===== config.mk =====
export PLATFORM = sky130hd
export DESIGN_NAME = atm_pin_entry
export DESIGN_NICKNAME = d
export VERILOG_FILES = /design/src/rtl/atm_pin_entry.sv
export SDC_FILE = /design/constraint.sdc
export NUM_CORES = 1
export LEC_CHECK = 0
export ABC_AREA = 1
export CAP_MARGIN = 20
export CORE_MARGIN = 2
export CORE_UTILIZATION = 40
export CTS_CLUSTER_DIAMETER = 60
export CTS_CLUSTER_SIZE = 8
export DETAILED_ROUTE_END_ITERATION = 8
export DONT_BUFFER_PORTS = 1
export MAX_ROUTING_LAYER = met4
export PLACE_DENSITY = 0.53
export SKIP_CTS_REPAIR_TIMING = 1
export SYNTH_ARGS = -nofsm -noshare
export SYNTH_HDL_FRONTEND = slang
export SYNTH_SLANG_ARGS = --single-unit

===== constraint.sdc =====
create_clock -name clk -period 1.8 [get_ports clk]
set_clock_uncertainty 0.1 [all_clocks]
set_input_delay 0.45 -clock clk [delete_from_list [all_inputs] [get_ports clk]]
set_output_delay 0.45 -clock clk [all_outputs]
set_load 0.005 [all_outputs]

===== src/rtl/atm_pin_entry.sv =====
`default_nettype none
// ============================================================================
// Module      : atm_pin_entry
// Description : ATM keypad front-end. Debounces the raw key code, collects
//               PIN digits into a packed BCD word, issues PIN-valid /
//               PIN-error pulses, forwards command keys (13/14/15) as
//               single-cycle strobes and aborts an idle entry on timeout.
// Ports       : clk, reset        - clock, synchronous active-high reset
//               raw_key[3:0]      - raw key (0 none, 1-9, 10=0, 11 CLEAR,
//                                   12 ENTER, 13-15 command)
//               enable            - card present; low forces IDLE
//               key_strobe/code   - one pulse per debounced press
//               digit_count       - digits buffered
//               pin_value         - BCD PIN, first digit in MS nibble
//               pin_valid/error   - ENTER outcome pulses
//               cmd_valid/cmd_key - command key pulse and code
//               timeout           - inactivity abort pulse
//               busy              - high while collecting
// Revision    : 1.0 - initial release
// ============================================================================
module atm_pin_entry #(
    parameter int DEBOUNCE_CYCLES = 4,
    parameter int PIN_DIGITS      = 4,
    parameter int TIMEOUT_CYCLES  = 255
) (
    input  logic                    clk,
    input  logic                    reset,
    input  logic [3:0]              raw_key,
    input  logic                    enable,
    output logic                    key_strobe,
    output logic [3:0]              key_code,
    output logic [2:0]              digit_count,
    output logic [4*PIN_DIGITS-1:0] pin_value,
    output logic                    pin_valid,
    output logic                    pin_error,
    output logic                    cmd_valid,
    output logic [3:0]              cmd_key,
    output logic                    timeout,
    output logic                    busy
);

    localparam int                 c_db_w   = $clog2(DEBOUNCE_CYCLES + 1);
    localparam logic [c_db_w-1:0]  c_db_max = c_db_w'(DEBOUNCE_CYCLES);
    localparam int                 c_to_w   = $clog2(TIMEOUT_CYCLES + 1);
    localparam logic [c_to_w-1:0]  c_to_max = c_to_w'(TIMEOUT_CYCLES);
    localparam int                 c_pin_w  = 4 * PIN_DIGITS;
    localparam logic [2:0]         c_full   = 3'(PIN_DIGITS);

    localparam logic [1:0] S_IDLE    = 2'd0;
    localparam logic [1:0] S_COLLECT = 2'd1;
    localparam logic [1:0] S_HOLD    = 2'd2;

    // ------------------------------------------------------------------
    // Debounce
    // ------------------------------------------------------------------
    logic [3:0]        r_last;
    logic [c_db_w-1:0] r_stable;
    logic              r_armed;     // set once the keypad has been released
    logic              r_key_strobe;
    logic [3:0]        r_key_code;

    logic              w_same;
    logic [c_db_w-1:0] w_stable_next;
    logic              w_reach;

    always_comb begin
        w_same = (raw_key == r_last);
        if (!w_same)
            w_stable_next = c_db_w'(1);
        else if (r_stable == c_db_max)
            w_stable_next = r_stable;
        else
            w_stable_next = r_stable + c_db_w'(1);
        // Fires only on the sample that first completes a stable run.
        w_reach = (w_stable_next == c_db_max) && !(w_same && (r_stable == c_db_max));
    end

    always_ff @(posedge clk) begin
        if (reset) begin
            r_last       <= 4'd0;
            r_stable     <= '0;
            r_armed      <= 1'b1;
            r_key_strobe <= 1'b0;
            r_key_code   <= 4'd0;
        end else begin
            r_last       <= raw_key;
            r_stable     <= w_stable_next;
            r_key_strobe <= 1'b0;
            if (w_reach) begin
                if (raw_key == 4'd0) begin
                    r_armed <= 1'b1;
                end else if (r_armed) begin
                    r_key_strobe <= 1'b1;
                    r_key_code   <= raw_key;
                    r_armed      <= 1'b0;
                end
            end
        end
    end

    // ------------------------------------------------------------------
    // Key classification of the accepted press
    // ------------------------------------------------------------------
    logic       w_is_digit, w_is_clear, w_is_enter, w_is_cmd, w_full;
    logic [3:0] w_digit;

    always_comb begin
        w_is_digit = (r_key_code >= 4'd1) && (r_key_code <= 4'd10);
        w_is_clear = (r_key_code == 4'd11);
        w_is_enter = (r_key_code == 4'd12);
        w_is_cmd   = (r_key_code >= 4'd13);
        w_digit    = (r_key_code == 4'd10) ? 4'd0 : r_key_code;
    end

    // ------------------------------------------------------------------
    // FSM
    // ------------------------------------------------------------------
    logic [1:0]        r_state, w_state_next;
    logic [c_to_w-1:0] r_tcnt;
    logic [c_to_w-1:0] w_tcnt_inc;
    logic              w_to_hit;
    logic [c_pin_w-1:0] r_pin_value;
    logic [2:0]        r_digit_count;
    logic              r_locked;    // PIN accepted; value survives card removal
    logic              r_pin_valid, r_pin_error, r_cmd_valid, r_timeout;
    logic [3:0]        r_cmd_key;

    assign w_full     = (r_digit_count == c_full);
    assign w_tcnt_inc = r_tcnt + c_to_w'(1);
    // A press in the terminal cycle takes priority over the abort.
    assign w_to_hit   = (r_state == S_COLLECT) && enable && !r_key_strobe &&
                        (w_tcnt_inc == c_to_max);

    always_ff @(posedge clk) begin
        if (reset) r_state <= S_IDLE;
        else       r_state <= w_state_next;
    end

    always_comb begin
        w_state_next = r_state;
        case (r_state)
            S_IDLE:    if (enable) w_state_next = S_COLLECT;
            S_COLLECT: begin
                if (!enable)
                    w_state_next = S_IDLE;
                else if (r_key_strobe && w_is_enter && w_full)
                    w_state_next = S_HOLD;
                else if (w_to_hit)
                    w_state_next = S_HOLD;
            end
            S_HOLD:    if (!enable) w_state_next = S_IDLE;
            default:   w_state_next = S_IDLE;
        endcase
    end

    always_comb begin
        busy = (r_state == S_COLLECT);
    end

    // ------------------------------------------------------------------
    // Buffer, timeout counter and pulse registers
    // ------------------------------------------------------------------
    always_ff @(posedge clk) begin
        if (reset) begin
            r_pin_value   <= '0;
            r_digit_count <= 3'd0;
            r_locked      <= 1'b0;
            r_tcnt        <= '0;
            r_pin_valid   <= 1'b0;
            r_pin_error   <= 1'b0;
            r_cmd_valid   <= 1'b0;
            r_cmd_key     <= 4'd0;
            r_timeout     <= 1'b0;
        end else begin
            r_pin_valid <= 1'b0;
            r_pin_error <= 1'b0;
            r_cmd_valid <= 1'b0;
            r_timeout   <= 1'b0;
            if (!enable) begin
                // Card removal overrides any press in the same cycle.
                r_digit_count <= 3'd0;
                r_tcnt        <= '0;
                if (!r_locked) r_pin_value <= '0;
            end else begin
                case (r_state)
                    S_IDLE: begin
                        r_pin_value   <= '0;
                        r_digit_count <= 3'd0;
                        r_locked      <= 1'b0;
                        r_tcnt        <= '0;
                    end
                    S_COLLECT: begin
                        if (r_key_strobe) begin
                            r_tcnt <= '0;
                            if (w_is_digit) begin
                                if (!w_full) begin
                                    r_pin_value   <= (r_pin_value << 4) | c_pin_w'(w_digit);
                                    r_digit_count <= r_digit_count + 3'd1;
                                end
                            end else if (w_is_clear) begin
                                r_pin_value   <= '0;
                                r_digit_count <= 3'd0;
                            end else if (w_is_enter) begin
                                if (w_full) begin
                                    r_pin_valid <= 1'b1;
                                    r_locked    <= 1'b1;
                                end else begin
                                    r_pin_error   <= 1'b1;
                                    r_pin_value   <= '0;
                                    r_digit_count <= 3'd0;
                                end
                            end else if (w_is_cmd) begin
                                r_cmd_valid <= 1'b1;
                                r_cmd_key   <= r_key_code;
                            end
                        end else if (w_to_hit) begin
                            r_timeout     <= 1'b1;
                            r_pin_value   <= '0;
                            r_digit_count <= 3'd0;
                            r_tcnt        <= '0;
                        end else begin
                            r_tcnt <= w_tcnt_inc;
                        end
                    end
                    S_HOLD: begin
                        r_tcnt <= '0;
                        if (r_key_strobe && w_is_cmd) begin
                            r_cmd_valid <= 1'b1;
                            r_cmd_key   <= r_key_code;
                        end
                    end
                    default: r_tcnt <= '0;
                endcase
            end
        end
    end

    assign key_strobe  = r_key_strobe;
    assign key_code    = r_key_code;
    assign digit_count = r_digit_count;
    assign pin_value   = r_pin_value;
    assign pin_valid   = r_pin_valid;
    assign pin_error   = r_pin_error;
    assign cmd_valid   = r_cmd_valid;
    assign cmd_key     = r_cmd_key;
    assign timeout     = r_timeout;

endmodule
`default_nettype wire

# After elaboration in Yosys (flattened, before gate mapping)
# Cells that the tools add are included.
# op_classes
n_addsub	3
magnitude_cmp	3
eq_ne	31
n_mux	52
bitwise_logic	7
n_reduce_logical	26
# op_table
op	count
two-way mux 16 bit	9
one-hot mux 16 bit (2 select lines)	1
two-way mux 4 bit	7
two-way mux 3 bit	9
two-way mux 1 bit	16
bitwise OR 16 x 4 -> 16 bit	1
!= test 2 bit, second input constant	7
equality test 4 bit, second input constant	3
two-way mux 2 bit	5
!= test 5 bit, second input constant	2
equality test 3 bit, second input constant	3
logical AND 1 bit	9
adder 8 x 1 -> 8 bit, second input constant	1
equality test 8 bit, second input constant	1
!= test 2 x 1 -> 1 bit, second input constant	4
!= test 4 x 2 -> 1 bit, second input constant	2
!= test 4 bit, second input constant	2
one-hot mux 4 bit (2 select lines)	1
AND reduction 8 bit	1
AND reduction 7 bit	1
OR reduction 7 bit	1
adder 3 x 1 -> 3 bit, second input constant	2
!= test 3 x 1 -> 1 bit, second input constant	2
!= test 6 x 3 -> 1 bit, second input constant	1
other kinds (22)	31
# word_totals
register_bits	51
input_bits	7
output_inout_bits	33
elab_cells	137

# Logic depth before layout (Yosys ltp)
# depth
depth_word	8
ltp_mapped	15
depth_no_buf	14

# Worst setup path after synthesis
# OpenSTA, ideal clock, no wires.
# synth_timing
kind	reg2reg
from	reg r_tcnt[0]
to	reg r_pin_value[3] (netlist: pin_value[3])
setup_ps	113
arrival_ps	1594
required_time_ps	1587
slack_ps	-7
stages_incl_launch_ff	15
path_buffers	1
synth_period_minus_slack_ps	1807
path_cell_list	dfxtp_1 -> ha_1 -> nand2_1 -> inv_1 -> nand2_1 -> nand2_1 -> nor2_1 -> nand2_1 -> nor2_1 -> nand2_2 -> nand2_4 -> nand2_4 -> buf_6 -> o21ai_1 -> nor2_1
# synth_between
elab_chain_cells	5
# synth_lines
item	line	rtl
from (decl)	119	logic [c_to_w-1:0] r_tcnt;
from (signal assigned)	222	r_tcnt <= w_tcnt_inc;
adder 8 x 1 -> 8 bit	129	assign w_tcnt_inc = r_tcnt + c_to_w'(1);
equality test 8 bit	132	(w_tcnt_inc == c_to_max);
logical AND 1 bit	131	assign w_to_hit = (r_state == S_COLLECT) && enable && !r_key_strobe &&
!= test 4 x 2 -> 1 bit (no source line)	n/a	
AND reduction 6 bit (no source line)	n/a	
to (signal assigned)	197	r_pin_value <= (r_pin_value << 4) | c_pin_w'(w_digit);
to (decl)	122	logic [c_pin_w-1:0] r_pin_value;
# No other way between the ends.
# A chain may end at the register's enable or synchronous reset.

# Worst setup path after layout
# layout_timing
from	reg r_tcnt[0]
to	reg r_pin_value[0] (netlist: pin_value[0])
# layout_between
elab_chain_cells	5
# layout_lines
item	line	rtl
adder 8 x 1 -> 8 bit	129	
net w_tcnt_inc[0]	120	logic [c_to_w-1:0] w_tcnt_inc;
equality test 8 bit	132	
logical AND 1 bit	131	
!= test 4 x 2 -> 1 bit (no source line)	n/a	
AND reduction 6 bit (no source line)	n/a	
# The timed path passes the listed nets, and every way through them passes these cells.

==> metrics.md <==
| Metric | Value |
|---|---|
| Outcome | finished with violations |
| Failing checks | setup timing |
| Via count | 2135 |
| Critical path type | register to register |
| Slowest cell delay on critical path | 0.35 ns |
| Vias in the first global route | 1869 |
| RSZ-0062 raised after global routing | true |
| I/O Pins | 40 |
| Leakage | 1.35 nW |
| Crit-path cells | buf_4 > inv_4 > ha_4 > nand3_2 > nor2_1 > nand2_1 > nor2_2 > nand2_2 > nand2_8 > buf_6 > nand3_1 > nand2_1 > a21oi_1 |
| WP data required | 1.89 ns |
| Yosys reg bits | 51 |
| Slew Limit Fails | 0 |
| Clock root buffer | clkbuf_8 |
| Synthesized instance count | 349 |
| XOR/XNOR Fraction of Synth Area | 1.43% |
| Final core utilization | 52.0% |
| Worst Setup Slack, final | -0.0411 ns |
| Overall power | 3.25 mW |
| Post-synth ARST share | 0% |
| CP max FO | 6 |
| Mean Syn Cell Area | 7.01 µm² |
| Worst skew pair latency | 0.30 ns |
| Clock share of power | 22.0% |
| Final TNS setup | -0.150 ns |
| Mux contribution to synthesized area | 0.409% |
| Post-synthesis sequential area ratio | 41.7% |
| Max Clock Freq | 543 MHz |
| Highest ir drop seen on vdd | 0.000633 V |
| NumNets Final | 397 |
| Endpoints failing hold | 0 |
| Grt ovf | 0 |
| Drt drc | 0 |
| CTS Sinks | 51 |
| Antenna Cells | 0 |
| Slew HR | 75.1% |
| Antenna violations before repair | 0 |
| Initial DRT Pass Iterations | 4 |
| CTS buffer count | 5 |
| Gate power share | 35.9% |
| Post-DRT Antenna Nets | 0 |
| Multi-input gate area | 1400 µm² |
| Sequential group share of total power | 42.1% |
| P_sw | 1.16 mW |
| Slew of the pin with the lowest slew margin | 0.370 ns |
| Setup crit end kind | register |
| Vias per inst | 4.67 |
| Die area | 6760 µm² |
| Mapped Area | 2450 µm² |
| Seq. cell area | 1020 µm² |
| Switching Fraction | 35.6% |
| Core Region | 5920 µm² |
| Crit path DAT | 1.93 ns |
| Synth Area in Adders | 4.60% |
| Power per cell area | 1060 nW/µm² |
| Hold WC Path Type | input pin to register |
| Area growth, synth to finish | 25.9% |
| Synth Warn # | 0 |
| Routed WL | 5400 µm |
| Worst R2R Setup Slack | -0.04 ns |
| Fillcell total | 589 |
| Critical path's most frequent cell | nand2_1 |
| CP max-delay cell | dfxtp_2 |
| Final setup violation count | 8 |
| Die width | 82.2 µm |
| # rows | 28 |
| First-pass GRT wire length | 8520 µm |
| Worst-path clk slew | 0.09 ns |
| Maxcap violations | 0 |
| Synth Area in Simple Gates | 34.8% |
| Post-synthesis compound-gate area fraction | 7.36% |
| Crit path launch type | register |
| Buffers on Ports | 0 |
| Pint | 2.09 mW |
| Main combinational cell family by area after synthesis | simple AND/OR/NAND/NOR gates |
| Wirelength per Cell | 11.8 µm |
| Most used DFF post-synth | dfxtp_1 |
| DR iter-0 viols | 67 |
| Tcrit/Tclk final | 102% |
| H-tree Lvls | 2 |
| Pre-CTS WS | -0.0883 ns |
| CTS tree | yes |
| Clock buffer depth | 2 |
| Largest net degree at the start of global routing | 17 |
| Syn nets | 365 |
| GRT Total Usage | 16.7% |
| Crit path time final | 1.84 ns |
| Share of layout cells above drive strength 1 | 25.9% |
| EDFF count, synth | 0 |
| Post-DP HPWL | 3740 µm |
| Initial core utilization | 41.3% |
| Die Y-Extent | 82.2 µm |
| Netlist cell types | 33 |
| GPL Wtd Cong | 0.733 |
## cell families (layout without fill, tap and decap cells)
logic type,count (synthesis),in the layout
fa+ha+maj,9,9
simple gates,196,198
compound gates,32,32
buf+inv,56,87
xor+xnor,4,4
mux,1,1
flops,51,51
## metrics by stage
stage	hold WS [ns]	cells	area, µm²
floorplan	0.329	349	2450
global placement	0.344	442	2680
detailed placement	0.349	442	2680
CTS	0.102	450	2780
global route	0.0901	457	3080
finish	0.110	457	3080
## cell usage after synthesis (2+ instances only)
cell type	instances	area share (%)
or2_2	2	0.51
nor2_4	2	0.92
nand2_4	2	0.92
nor2_2	4	1.0
o21ai_0	8	1.6
nor2_1	75	12
nor4_1	3	0.77
o21ai_1	6	1.2
nand2_1	72	11
xor2_1	4	1.4
nor3_1	3	0.61
clkbuf_1	4	0.61
inv_1	47	7.2
nand2_2	6	1.5
dfxtp_1	51	42
a21oi_1	14	2.9
nor3b_1	2	0.61
nand3_1	21	4.3
ha_1	9	4.6
## final timing paths
kind                    from  cells past startpoint            to
hold reg to reg   cmd_key[0]                      2    cmd_key[0]
hold / removal         reset                      1    cmd_key[3]
setup / recovery   r_tcnt[0]                     13  pin_value[0]
setup reg to reg   r_tcnt[0]                     13  pin_value[0]
## state kept, by name, summed over array words and instances (netlist names), 2 cells and up
| register | count |
|---|---|
| r_tcnt | 8 |
| cmd_key | 4 |
| r_stable | 3 |
| digit_count | 3 |
| r_state | 2 |
| r_last | 4 |
| pin_value | 16 |
| key_code | 4 |
## area by class of cell
cell class              count  area share [%]
clock buffers               7            3.13
flip-flops and latches     51            33.3
inverters                  50            6.58
multi-input cells         244            45.5
clock inverters             1           0.244
well taps                  75            3.05
repair buffers             28            8.00
repair inverters            1           0.284
## layer usage
| layer | routed length (µm) | global-route usage, % | up-vias |
|---|---|---|---|
| met5 | 0 | - | - |
| met4 | 38 | 4.00 | 0 |
| met3 | 231 | 4.02 | 4 |
| met2 | 2490 | 24.8 | 43 |
| met1 | 2640 | 22.9 | 939 |
| li1 | - | - | 1149 |
## layout by cell type, fill, tap and decap left out, types with 2 or more instances in the layout
| cell type | n |
|---|---|
| nor2_1 | 66 |
| nand2_1 | 62 |
| dfxtp_1 | 48 |
| inv_1 | 45 |
| buf_4 | 23 |
| nand2_2 | 15 |
| nand3_1 | 13 |
| nor2_2 | 11 |
| a21oi_1 | 11 |
| nand3_2 | 7 |
| o21ai_1 | 7 |
| clkbuf_8 | 7 |
| ha_1 | 6 |
| o21ai_0 | 5 |
| nor2_4 | 4 |
| xor2_1 | 4 |
| nand2_8 | 3 |
| a21oi_2 | 3 |
| nor4_1 | 3 |
| buf_6 | 3 |
| dfxtp_2 | 3 |
| nand2_4 | 2 |
| inv_2 | 2 |
| o21ai_2 | 2 |
| or2_2 | 2 |
| nor3_1 | 2 |
| nor3b_1 | 2 |
| ha_4 | 2 |
| buf_12 | 2 |
## power groups by stage
stage          registers (mW)  clock network (mW)  logic [mW]
2_1_floorplan            1.37                   0       0.701
3_3_place_gp             1.39                   0       0.891
3_5_place_dp             1.39                   0       0.895
4_1_cts                  1.36               0.742       0.900
5_1_grt                  1.39               0.789        1.33
6_report                 1.37               0.716        1.17
## worst max-delay path: cells and delay by family (launching register included)
family          cells  cell delay [ns]
buf+inv             3             0.36
flops               1             0.35
simple gates        8             0.76
fa+ha+maj           1             0.13
compound gates      1             0.04
Power figures use the tool's default switching activity.
